### config.mk
export PLATFORM = sky130hd
export DESIGN_NAME = sobel_edge_stream
export DESIGN_NICKNAME = d
export VERILOG_FILES = /design/src/rtl/sobel_pkg.sv /design/src/rtl/sobel_line_buffer.sv /design/src/rtl/sobel_edge_stream.sv
export SDC_FILE = /design/constraint.sdc
export NUM_CORES = 2
export LEC_CHECK = 0
export BUFFER_PORTS_ARGS = -buffer_cell sky130_fd_sc_hd__buf_2
export CAP_MARGIN = 40
export CORE_MARGIN = 10
export CORE_UTILIZATION = 48
export DETAILED_ROUTE_END_ITERATION = 8
export SYNTH_ARGS = -nofsm -noshare
export SYNTH_HDL_FRONTEND = slang
export SYNTH_SLANG_ARGS = --single-unit
### constraint.sdc
create_clock -name sys_clk -period 28.3 [get_ports sys_clk]
set_input_delay 2.83 -clock sys_clk [delete_from_list [all_inputs] [get_ports sys_clk]]
set_output_delay 2.83 -clock sys_clk [all_outputs]
set_load 0.01 [all_outputs]
### src/rtl/sobel_pkg.sv
// sobel_pkg: shared constants, types and width helper for the streaming Sobel edge detector
package sobel_pkg;

    localparam logic MODE_BIN = 1'b0;
    localparam logic MODE_MAG = 1'b1;

    typedef enum logic {
        ST_RUN,
        ST_FLUSH
    } state_t;

    // Gradient width: three extra bits hold the signed range of +/-4*(2^DATA_W-1) and mag up to 8*(2^DATA_W-1)
    function automatic int grad_w(input int data_w);
        return data_w + 3;
    endfunction

endpackage

### src/rtl/sobel_line_buffer.sv
// sobel_line_buffer: two-row delay line giving the pixels one and two rows above the newest pixel
module sobel_line_buffer #(
    parameter int DATA_W = 8,
    parameter int IMG_W  = 180
) (
    input  logic              sys_clk,
    input  logic              sys_rst,
    input  logic              shift_en_i,
    input  logic [DATA_W-1:0] pix_i,
    output logic [DATA_W-1:0] tap1_o,
    output logic [DATA_W-1:0] tap2_o
);

    localparam int PW = $clog2(IMG_W);
    localparam logic [PW-1:0] PTR_LAST = PW'(IMG_W - 1);

    logic [DATA_W-1:0] row1_q [IMG_W];
    logic [DATA_W-1:0] row2_q [IMG_W];
    logic [PW-1:0]     ptr_q;

    assign tap1_o = row1_q[ptr_q];
    assign tap2_o = row2_q[ptr_q];

    // Circular storage: the slot under the pointer is exactly IMG_W shifts old, so it is read then overwritten
    always_ff @(posedge sys_clk) begin
        if (shift_en_i) begin
            row1_q[ptr_q] <= pix_i;
            row2_q[ptr_q] <= row1_q[ptr_q];
        end
    end

    // Pointer wraps every IMG_W shifts; contents are never cleared since stale rows are masked downstream
    always_ff @(posedge sys_clk) begin
        if (sys_rst) begin
            ptr_q <= '0;
        end else if (shift_en_i) begin
            ptr_q <= (ptr_q == PTR_LAST) ? '0 : ptr_q + 1'b1;
        end
    end

endmodule

### src/rtl/sobel_edge_stream.sv
// sobel_edge_stream: streaming 3x3 Sobel edge detector with magnitude/binary output and self-flush per frame
module sobel_edge_stream
    import sobel_pkg::*;
#(
    parameter int DATA_W = 8,
    parameter int IMG_W  = 180,
    parameter int IMG_H  = 180
) (
    input  logic              sys_clk,
    input  logic              sys_rst,
    input  logic              mode,
    input  logic [DATA_W+2:0] threshold,
    input  logic [DATA_W-1:0] data_in,
    input  logic              in_flag,
    output logic              in_ready,
    output logic [DATA_W-1:0] data_out,
    output logic              out_flag,
    output logic              out_sof,
    output logic              out_eof
);

    localparam int GRAD_W = grad_w(DATA_W);
    localparam int CW = $clog2(IMG_W);
    localparam int RW = $clog2(IMG_H);
    localparam int FW = $clog2(IMG_W + 2);
    localparam logic [CW-1:0] COL_LAST   = CW'(IMG_W - 1);
    localparam logic [RW-1:0] ROW_LAST   = RW'(IMG_H - 1);
    localparam logic [FW-1:0] FILL_MAX   = FW'(IMG_W + 1);
    localparam logic [FW-1:0] FLUSH_LAST = FW'(IMG_W);

    state_t            state_q;
    logic              in_ready_q;
    logic [FW-1:0]     flush_cnt_q, fill_q;
    logic [CW-1:0]     in_col_q, out_col_q;
    logic [RW-1:0]     in_row_q, out_row_q;
    logic              real_acc, acc, produce;
    logic [DATA_W-1:0] pix, tap1, tap2;
    logic [DATA_W-1:0] win_q [3][3];

    logic              v1_q, v2_q, v3_q;
    logic              border1_q, sof1_q, eof1_q, mode1_q;
    logic              border2_q, sof2_q, eof2_q, mode2_q;
    logic              sof3_q, eof3_q;
    logic [GRAD_W-1:0] thr1_q, thr2_q;
    logic signed [GRAD_W-1:0] p [3][3];
    logic signed [GRAD_W-1:0] gx_d, gy_d, gx_q, gy_q;
    logic [GRAD_W-1:0] abs_x, abs_y, mag;
    logic [DATA_W-1:0] sat, res_d, res3_q;
    logic [DATA_W-1:0] data_out_q;
    logic              out_flag_q, out_sof_q, out_eof_q;

    // Phantom accepts during FLUSH push zeros through the window to drain the last rows
    assign real_acc = in_flag && in_ready_q;
    assign acc      = real_acc || (state_q == ST_FLUSH);
    assign produce  = acc && (fill_q == FILL_MAX);
    assign pix      = real_acc ? data_in : '0;

    sobel_line_buffer #(
        .DATA_W(DATA_W),
        .IMG_W (IMG_W)
    ) u_line_buffer (
        .sys_clk   (sys_clk),
        .sys_rst   (sys_rst),
        .shift_en_i(acc),
        .pix_i     (pix),
        .tap1_o    (tap1),
        .tap2_o    (tap2)
    );

    // Frame control: input raster counters, RUN/FLUSH sequencing, window fill and output-position tracking
    always_ff @(posedge sys_clk) begin
        if (sys_rst) begin
            state_q     <= ST_RUN;
            in_ready_q  <= 1'b1;
            flush_cnt_q <= '0;
            fill_q      <= '0;
            in_col_q    <= '0;
            in_row_q    <= '0;
            out_col_q   <= '0;
            out_row_q   <= '0;
        end else begin
            if (acc && fill_q != FILL_MAX) fill_q <= fill_q + 1'b1;
            if (produce) begin
                out_col_q <= (out_col_q == COL_LAST) ? '0 : out_col_q + 1'b1;
                if (out_col_q == COL_LAST) out_row_q <= (out_row_q == ROW_LAST) ? '0 : out_row_q + 1'b1;
            end
            if (state_q == ST_RUN) begin
                if (real_acc) begin
                    in_col_q <= (in_col_q == COL_LAST) ? '0 : in_col_q + 1'b1;
                    if (in_col_q == COL_LAST) in_row_q <= (in_row_q == ROW_LAST) ? '0 : in_row_q + 1'b1;
                    if (in_col_q == COL_LAST && in_row_q == ROW_LAST) begin
                        state_q     <= ST_FLUSH;
                        in_ready_q  <= 1'b0;
                        flush_cnt_q <= '0;
                    end
                end
            end else begin
                flush_cnt_q <= flush_cnt_q + 1'b1;
                if (flush_cnt_q == FLUSH_LAST) begin
                    state_q    <= ST_RUN;
                    in_ready_q <= 1'b1;
                    fill_q     <= '0;
                    out_col_q  <= '0;
                    out_row_q  <= '0;
                end
            end
        end
    end

    // Shift the 3x3 window on every real or phantom accept; column 2 and row 2 hold the newest pixels
    always_ff @(posedge sys_clk) begin
        if (acc) begin
            for (int r = 0; r < 3; r++) begin
                win_q[r][0] <= win_q[r][1];
                win_q[r][1] <= win_q[r][2];
            end
            win_q[0][2] <= tap2;
            win_q[1][2] <= tap1;
            win_q[2][2] <= pix;
        end
    end

    // Gradients from the zero-extended window
    always_comb begin
        for (int r = 0; r < 3; r++) begin
            for (int c = 0; c < 3; c++) begin
                p[r][c] = $signed({{(GRAD_W - DATA_W){1'b0}}, win_q[r][c]});
            end
        end
        gx_d = (p[0][2] + (p[1][2] <<< 1) + p[2][2]) - (p[0][0] + (p[1][0] <<< 1) + p[2][0]);
        gy_d = (p[2][0] + (p[2][1] <<< 1) + p[2][2]) - (p[0][0] + (p[0][1] <<< 1) + p[0][2]);
    end

    // Magnitude, saturation and binary select; border pixels are forced to zero in both modes
    always_comb begin
        abs_x = gx_q[GRAD_W-1] ? $unsigned(-gx_q) : $unsigned(gx_q);
        abs_y = gy_q[GRAD_W-1] ? $unsigned(-gy_q) : $unsigned(gy_q);
        mag   = abs_x + abs_y;
        sat   = (|mag[GRAD_W-1:DATA_W]) ? '1 : mag[DATA_W-1:0];
        res_d = border2_q ? '0 : (mode2_q == MODE_MAG) ? sat : ((mag > thr2_q) ? '1 : '0);
    end

    // Datapath stages: tag the produced window, register gradients, register the selected result
    always_ff @(posedge sys_clk) begin
        border1_q <= (out_col_q == '0) || (out_col_q == COL_LAST) || (out_row_q == '0) || (out_row_q == ROW_LAST);
        sof1_q    <= (out_col_q == '0) && (out_row_q == '0);
        eof1_q    <= (out_col_q == COL_LAST) && (out_row_q == ROW_LAST);
        mode1_q   <= mode;
        thr1_q    <= threshold;
        gx_q      <= gx_d;
        gy_q      <= gy_d;
        border2_q <= border1_q;
        sof2_q    <= sof1_q;
        eof2_q    <= eof1_q;
        mode2_q   <= mode1_q;
        thr2_q    <= thr1_q;
        res3_q    <= res_d;
        sof3_q    <= sof2_q;
        eof3_q    <= eof2_q;
    end

    // Valid chain and output register; markers are gated by valid so they never appear alone
    always_ff @(posedge sys_clk) begin
        if (sys_rst) begin
            v1_q       <= 1'b0;
            v2_q       <= 1'b0;
            v3_q       <= 1'b0;
            out_flag_q <= 1'b0;
            out_sof_q  <= 1'b0;
            out_eof_q  <= 1'b0;
            data_out_q <= '0;
        end else begin
            v1_q       <= produce;
            v2_q       <= v1_q;
            v3_q       <= v2_q;
            out_flag_q <= v3_q;
            out_sof_q  <= v3_q && sof3_q;
            out_eof_q  <= v3_q && eof3_q;
            if (v3_q) data_out_q <= res3_q;
        end
    end

    assign in_ready = in_ready_q;
    assign data_out = data_out_q;
    assign out_flag = out_flag_q;
    assign out_sof  = out_sof_q;
    assign out_eof  = out_eof_q;

endmodule

Word level (Yosys, flattened, before mapping)
Memory sizes are Yosys's and may differ from the RTL's. A register that Yosys moved wholly into a read port is not among the register bits.
Index checks and enable logic that the tools add are counted.
Cells by class
  add/subtract/negate cells: 20
  $lt $le $gt $ge: 1
  eq/ne operators: 9
  mux-type cells: 38
  bitwise operators: 1
  reductions and logical operators: 21
Operator list (count)
  $mux W8: 26
  $add A8 B1 Y8 const B: 7
  $eq A8 B8 Y1 const B: 7
  $add A10 B8 Y11: 4
  $add A8 B9 Y10: 4
  $mux W11: 2
  $neg A11 Y11: 2
  $sub A11 B11 Y11: 2
  $logic_not A8 Y1: 2
  $add A11 B11 Y11: 1
  $gt A11 B11 Y1: 1
  $mux W1: 10
  $logic_and A1 B1 Y1: 8
  $ne A8 B8 Y1 const B: 1
  $reduce_and A3 Y1: 2
  $logic_or A1 B1 Y1: 4
  $reduce_and A2 Y1: 2
  $reduce_bool A2 Y1: 2
  $reduce_or A3 Y1: 1
  $ne A2 B1 Y1 const B: 1
  $not A1 Y1: 1
Word-level totals
  bits in registers: 134
  bits in writable memories: 2952
  input port bits: 23
  output and inout port bits: 12
  word-level logic and storage cells: 124
  memories kept: 3
Memory list
  u_line_buffer.row1_q: depth 180, width 8, rd ports 1, clocked after Yosys merged registers in 1, wr ports 1, line sobel_line_buffer.sv:17  | logic [DATA_W-1:0] row1_q [IMG_W];
  u_line_buffer.row2_q: depth 180, width 8, rd ports 1, clocked after Yosys merged registers in 1, wr ports 1, line sobel_line_buffer.sv:18  | logic [DATA_W-1:0] row2_q [IMG_W];
  win_q: depth 3, width 24, rd ports 3, clocked after Yosys merged registers in 0, wr ports 3, line sobel_edge_stream.sv:38  | logic [DATA_W-1:0] win_q [3][3];

Depth between registers and ports, before layout
  word-level depth: 6
  depth in mapped cells: 20
  mapped depth without buffers: 19

By module
A second synthesis with hierarchy kept.
Second synthesis, totals
  cell total of the unflattened synthesis: 6153
  area, all modules: 121542.8 um^2
By module, submodules not included
  sobel_line_buffer: instances 1, cells an instance 5285, area each 111749.7 um^2, seq. area each 86803.3 um^2
  sobel_edge_stream: instances 1, cells an instance 868, area each 9793.1 um^2, seq. area each 4684.5 um^2

Worst setup path before layout
No wires, ideal clock.
  path type: flip-flop to flip-flop
  start: reg (tool-made name)
  end: mem u_line_buffer.row2_q[0][1], data pin
  arrival time: 11.238 ns
  setup slack: 15.010 ns
  cell stages (with the launch flop): 9
  clock period less this slack: 13.290 ns
  cell sequence: dfxtp_1 buf_2 buf_4 buf_4 clkbuf_1 mux4_2 mux4_2 nor2_1 nor4_1
RTL lines (line)
  to (decl): sobel_line_buffer.sv:18

==> flow_summary.rst <==
.. list-table::
   :header-rows: 1

   * - Metric
     - Value
   * - Number of DRC markers after the initial detailed-route iteration
     - 6642
   * - Number of fillers in the final layout
     - 19000
   * - Cell mode on critical path
     - sky130_fd_sc_hd__buf_4
   * - Pwr dens
     - 76.0 mW/mm^2
   * - Total Neg Setup Slack
     - 0 ns
   * - Run status
     - finished clean
   * - Flops & latches, synth
     - 3094
   * - Area growth from synthesis to layout
     - 13.6%
   * - Data arrival time of the critical path
     - 7.30 ns
   * - Area occupied by multi-input gates
     - 0.0272 sq mm
   * - Number of optimization iterations in the first detailed-route pass
     - 5
   * - DRT Wirelength
     - 296000 um
   * - Area of the die
     - 0.272 sq mm
   * - Max_slew headroom
     - 0.344
   * - Width of the chip
     - 522 um
   * - HPWL after detailed placement
     - 173000 um
   * - Footprint of the flip-flops and latches
     - 0.0915 sq mm
   * - Count of max-cap constraint violations
     - 0
   * - Number of enable-type register cells in the synthesized netlist
     - 2952
   * - Sequential cell area fraction in the yosys report
     - 0.758
   * - Average cell area after synthesis
     - 21.3 sq um
   * - Library cells used by synthesis
     - 69
   * - Fin crit period
     - 6.63 ns
   * - Vias after detailed routing
     - 58200
   * - Worst Slack Setup Final
     - 21.67 ns
   * - Number of gates given a new drive strength after cts
     - 0
   * - Port Buffer Count
     - 34
   * - Rows
     - 184
   * - Peak supply drop
     - 0.0714 mV
   * - Number of global-route vias before repair
     - 59400
   * - Predominant post-synthesis flop cell
     - sky130_fd_sc_hd__edfxtp_1
   * - Total standard cell area after synthesis
     - 0.121 sq mm
   * - Count of H-tree levels built during CTS
     - 5
   * - # hold bufs at CTS
     - 0
   * - Layout net count
     - 6225
   * - Top-level port count
     - 35
   * - Warning count from the yosys run
     - 0
   * - Setup repair after global routing missed its margin
     - false
   * - Area share of the leading cell type in the synthesized netlist
     - 0.734
   * - Class of the tightest hold or removal check
     - flop to flop
   * - Routed len/inst
     - 30.6 um
   * - Average via count per standard cell
     - 6.02
   * - First-pass GRT wire length
     - 428000 um
   * - Kind of start point of the critical path
     - flop
   * - Least-Margin Pin Slew
     - 0.959 ns
   * - Worst setup slack before clock tree synthesis
     - 21.64 ns
   * - Vertical die dimension
     - 522 um
   * - Maximum single-stage delay on the critical path
     - 0.83 ns
   * - Maximum frequency from static timing analysis
     - 151 MHz
   * - Setup violators final
     - 0
   * - Most area-hungry cell type in the Yosys netlist
     - sky130_fd_sc_hd__edfxtp_1
   * - Total clock sinks
     - 3094
   * - Critical path endpoint category
     - flop
   * - Cell class contributing the biggest share of worst-path delay
     - buffers and inverters
   * - Total global routing overflow
     - 0
   * - Commonest cells after routing, fill and taps aside
     - sky130_fd_sc_hd__edfxtp_1 (2952), sky130_fd_sc_hd__mux4_2 (702), sky130_fd_sc_hd__clkbuf_16 (340), sky130_fd_sc_hd__nor2_1 (301), sky130_fd_sc_hd__buf_4 (289)
   * - Master of the slowest instance on the critical path
     - sky130_fd_sc_hd__dfxtp_4
   * - Leakage
     - 44.8 nW
   * - Latest clock arrival within the worst-skew pair
     - 0.97 ns
   * - Core region area
     - 0.251 sq mm
   * - Most common cell after layout, fill and taps aside
     - sky130_fd_sc_hd__edfxtp_1
   * - Weighted congestion reported at the end of routability-driven placement
     - 0.840
   * - Slew Viols, Final
     - 0
   * - Layout cells sized above 1
     - 0.253
   * - Clock tree from TritonCTS
     - built
   * - Final count of hold timing violations
     - 0
   * - Initial antenna violation count
     - 7
   * - TritonCTS buffer count
     - 336
   * - Maximum number of pins on one net before global-route repair
     - 104
   * - Starting density of the core
     - 0.481
   * - Critical path class
     - flop to flop
   * - Gr usage total
     - 0.215
   * - Cell Chain, Critical Path
     - buf_12, buf_12, buf_4, mux4_2, o22ai_1, nor4_1, nand2_1, nor4_2, buf_4, buf_4, buf_16
   * - Total buffers and inverters traversed by the critical path
     - 6
   * - Clk root buf
     - sky130_fd_sc_hd__clkbuf_16
   * - Synthesized netlist net count
     - 5805
   * - Data required time of the critical path
     - 28.96 ns
   * - Setup bufs post-CTS
     - 0
   * - Longest Clk Path Bufs
     - 4
   * - Total power consumption of the routed design
     - 10.4 mW
   * - Largest cells by area after synthesis
     - sky130_fd_sc_hd__edfxtp_1 (73%), sky130_fd_sc_hd__mux4_2 (13%), sky130_fd_sc_hd__dfxtp_1 (2.4%)
   * - Fraction of synthesis flops using an asynchronous set or reset pin
     - 0
   * - Clock Skew
     - 0.0886 ns
   * - Post-detailed-route DRC marker count
     - 0
   * - Register clock-pin slew on the reported worst setup and hold paths
     - 0.06 ns
   * - Period Utilization, post-route
     - 0.234
   * - Peak fanout along the critical path
     - 97
   * - Count of mapped cells out of synthesis
     - 5658
   * - Remaining antenna violation count after routing
     - 0
## kinds of logic (layout without fill, tap and decap cells)
kind of cell | after synthesis | in the layout | synth area share
flip-flops | 3094 | 3094 | 0.758
AND/OR/NAND/NOR | 682 | 682 | 0.0265
multiplexers | 958 | 958 | 0.156
other | 0 | 3 | 0
buffers and inverters | 405 | 1071 | 0.0187
AO/OA/AOI/OAI | 320 | 320 | 0.0185
XOR/XNOR | 75 | 75 | 0.00550
adder cells (fa/ha/maj) | 124 | 124 | 0.0168
## per-layer routing
| metal | up-vias | wire length (um) | GRT usage |
|---|---|---|---|
| met5 | - | 27 | 0 |
| met4 | 4 | 10500 | 0.0702 |
| met3 | 518 | 20100 | 0.0332 |
| met2 | 2226 | 143000 | 0.346 |
| met1 | 31200 | 122000 | 0.304 |
| li1 | 24200 | - | - |
## power breakdown
| group | total, mW | internal [mW] | switching [mW] |
|---|---|---|---|
| registers | 5.14 | 5.10 | 0.0339 |
| clock network | 4.26 | 2.53 | 1.73 |
| logic | 1.04 | 0.415 | 0.622 |
## flip-flops by register name (all words and copies together) (netlist names), 11 cells and up, named ones only
signal and cells:
thr1_q 11, thr2_q 11, win_q 72, u_line_buffer.row2_q 1440, gy_q 11, u_line_buffer.row1_q 1440
gx_q 11
## worst paths after layout
check | endpoint | slack (ns) | depth (start not counted) | startpoint
setup / recovery | u_line_buffer.row2_q[48][1] | 21.67 | 11 | flop
hold / removal | sof3_q | 0.33 | 0 | sof2_q
hold reg to reg | sof3_q | 0.33 | 0 | sof2_q
setup reg to reg | u_line_buffer.row2_q[48][1] | 21.67 | 11 | flop
## layout make-up
class	instances	share of cell area
Sequential cell	3094	0.667
Multi-Input combinational cell	2159	0.198
Clock buffer	417	0.0646
Tap cell	3348	0.0305
Timing Repair Buffer	375	0.0235
Clock inverter	167	0.0128
Inverter	112	0.00308
Antenna cell	3	0.0000547
## synth_stat cells, types with 5 or more instances
cell,number
sky130_fd_sc_hd__a21o_1,11
sky130_fd_sc_hd__mux2i_1,225
sky130_fd_sc_hd__nor2b_1,20
sky130_fd_sc_hd__buf_12,7
sky130_fd_sc_hd__a221oi_1,31
sky130_fd_sc_hd__and4_1,5
sky130_fd_sc_hd__a22o_1,23
sky130_fd_sc_hd__o22ai_1,61
sky130_fd_sc_hd__buf_1,9
sky130_fd_sc_hd__fa_1,63
sky130_fd_sc_hd__nand2_1,97
sky130_fd_sc_hd__nor4_1,37
sky130_fd_sc_hd__nand4_1,40
sky130_fd_sc_hd__dfxtp_1,142
sky130_fd_sc_hd__nor3_1,12
sky130_fd_sc_hd__mux4_1,31
sky130_fd_sc_hd__buf_2,75
sky130_fd_sc_hd__ha_1,61
sky130_fd_sc_hd__xor2_1,32
sky130_fd_sc_hd__edfxtp_1,2952
sky130_fd_sc_hd__xnor2_1,42
sky130_fd_sc_hd__mux4_2,702
sky130_fd_sc_hd__or3_1,6
sky130_fd_sc_hd__and3_1,16
sky130_fd_sc_hd__a22oi_1,63
sky130_fd_sc_hd__buf_4,43
sky130_fd_sc_hd__clkbuf_1,111
sky130_fd_sc_hd__a2111oi_0,15
sky130_fd_sc_hd__a21oi_1,44
sky130_fd_sc_hd__nor2_1,325
sky130_fd_sc_hd__buf_6,46
sky130_fd_sc_hd__nand3_1,80
sky130_fd_sc_hd__nand2b_1,5
sky130_fd_sc_hd__o21ai_0,39
sky130_fd_sc_hd__o31ai_1,6
sky130_fd_sc_hd__and2_1,9
sky130_fd_sc_hd__inv_1,112
sky130_fd_sc_hd__o21bai_1,5
## metrics by stage
stage                     utilization  hold slack, ns  area, sq um  std cells
after floorplan                     -           0.310       121000       5658
after global placement          0.502           0.312       126000       9043
after detailed placement        0.504           0.312       127000       9087
after CTS                       0.547           0.328       137000       9671
after global routing            0.547           0.337       137000       9675
final                           0.547           0.326       137000       9675
No activity file was read; power rests on OpenSTA's default activity.
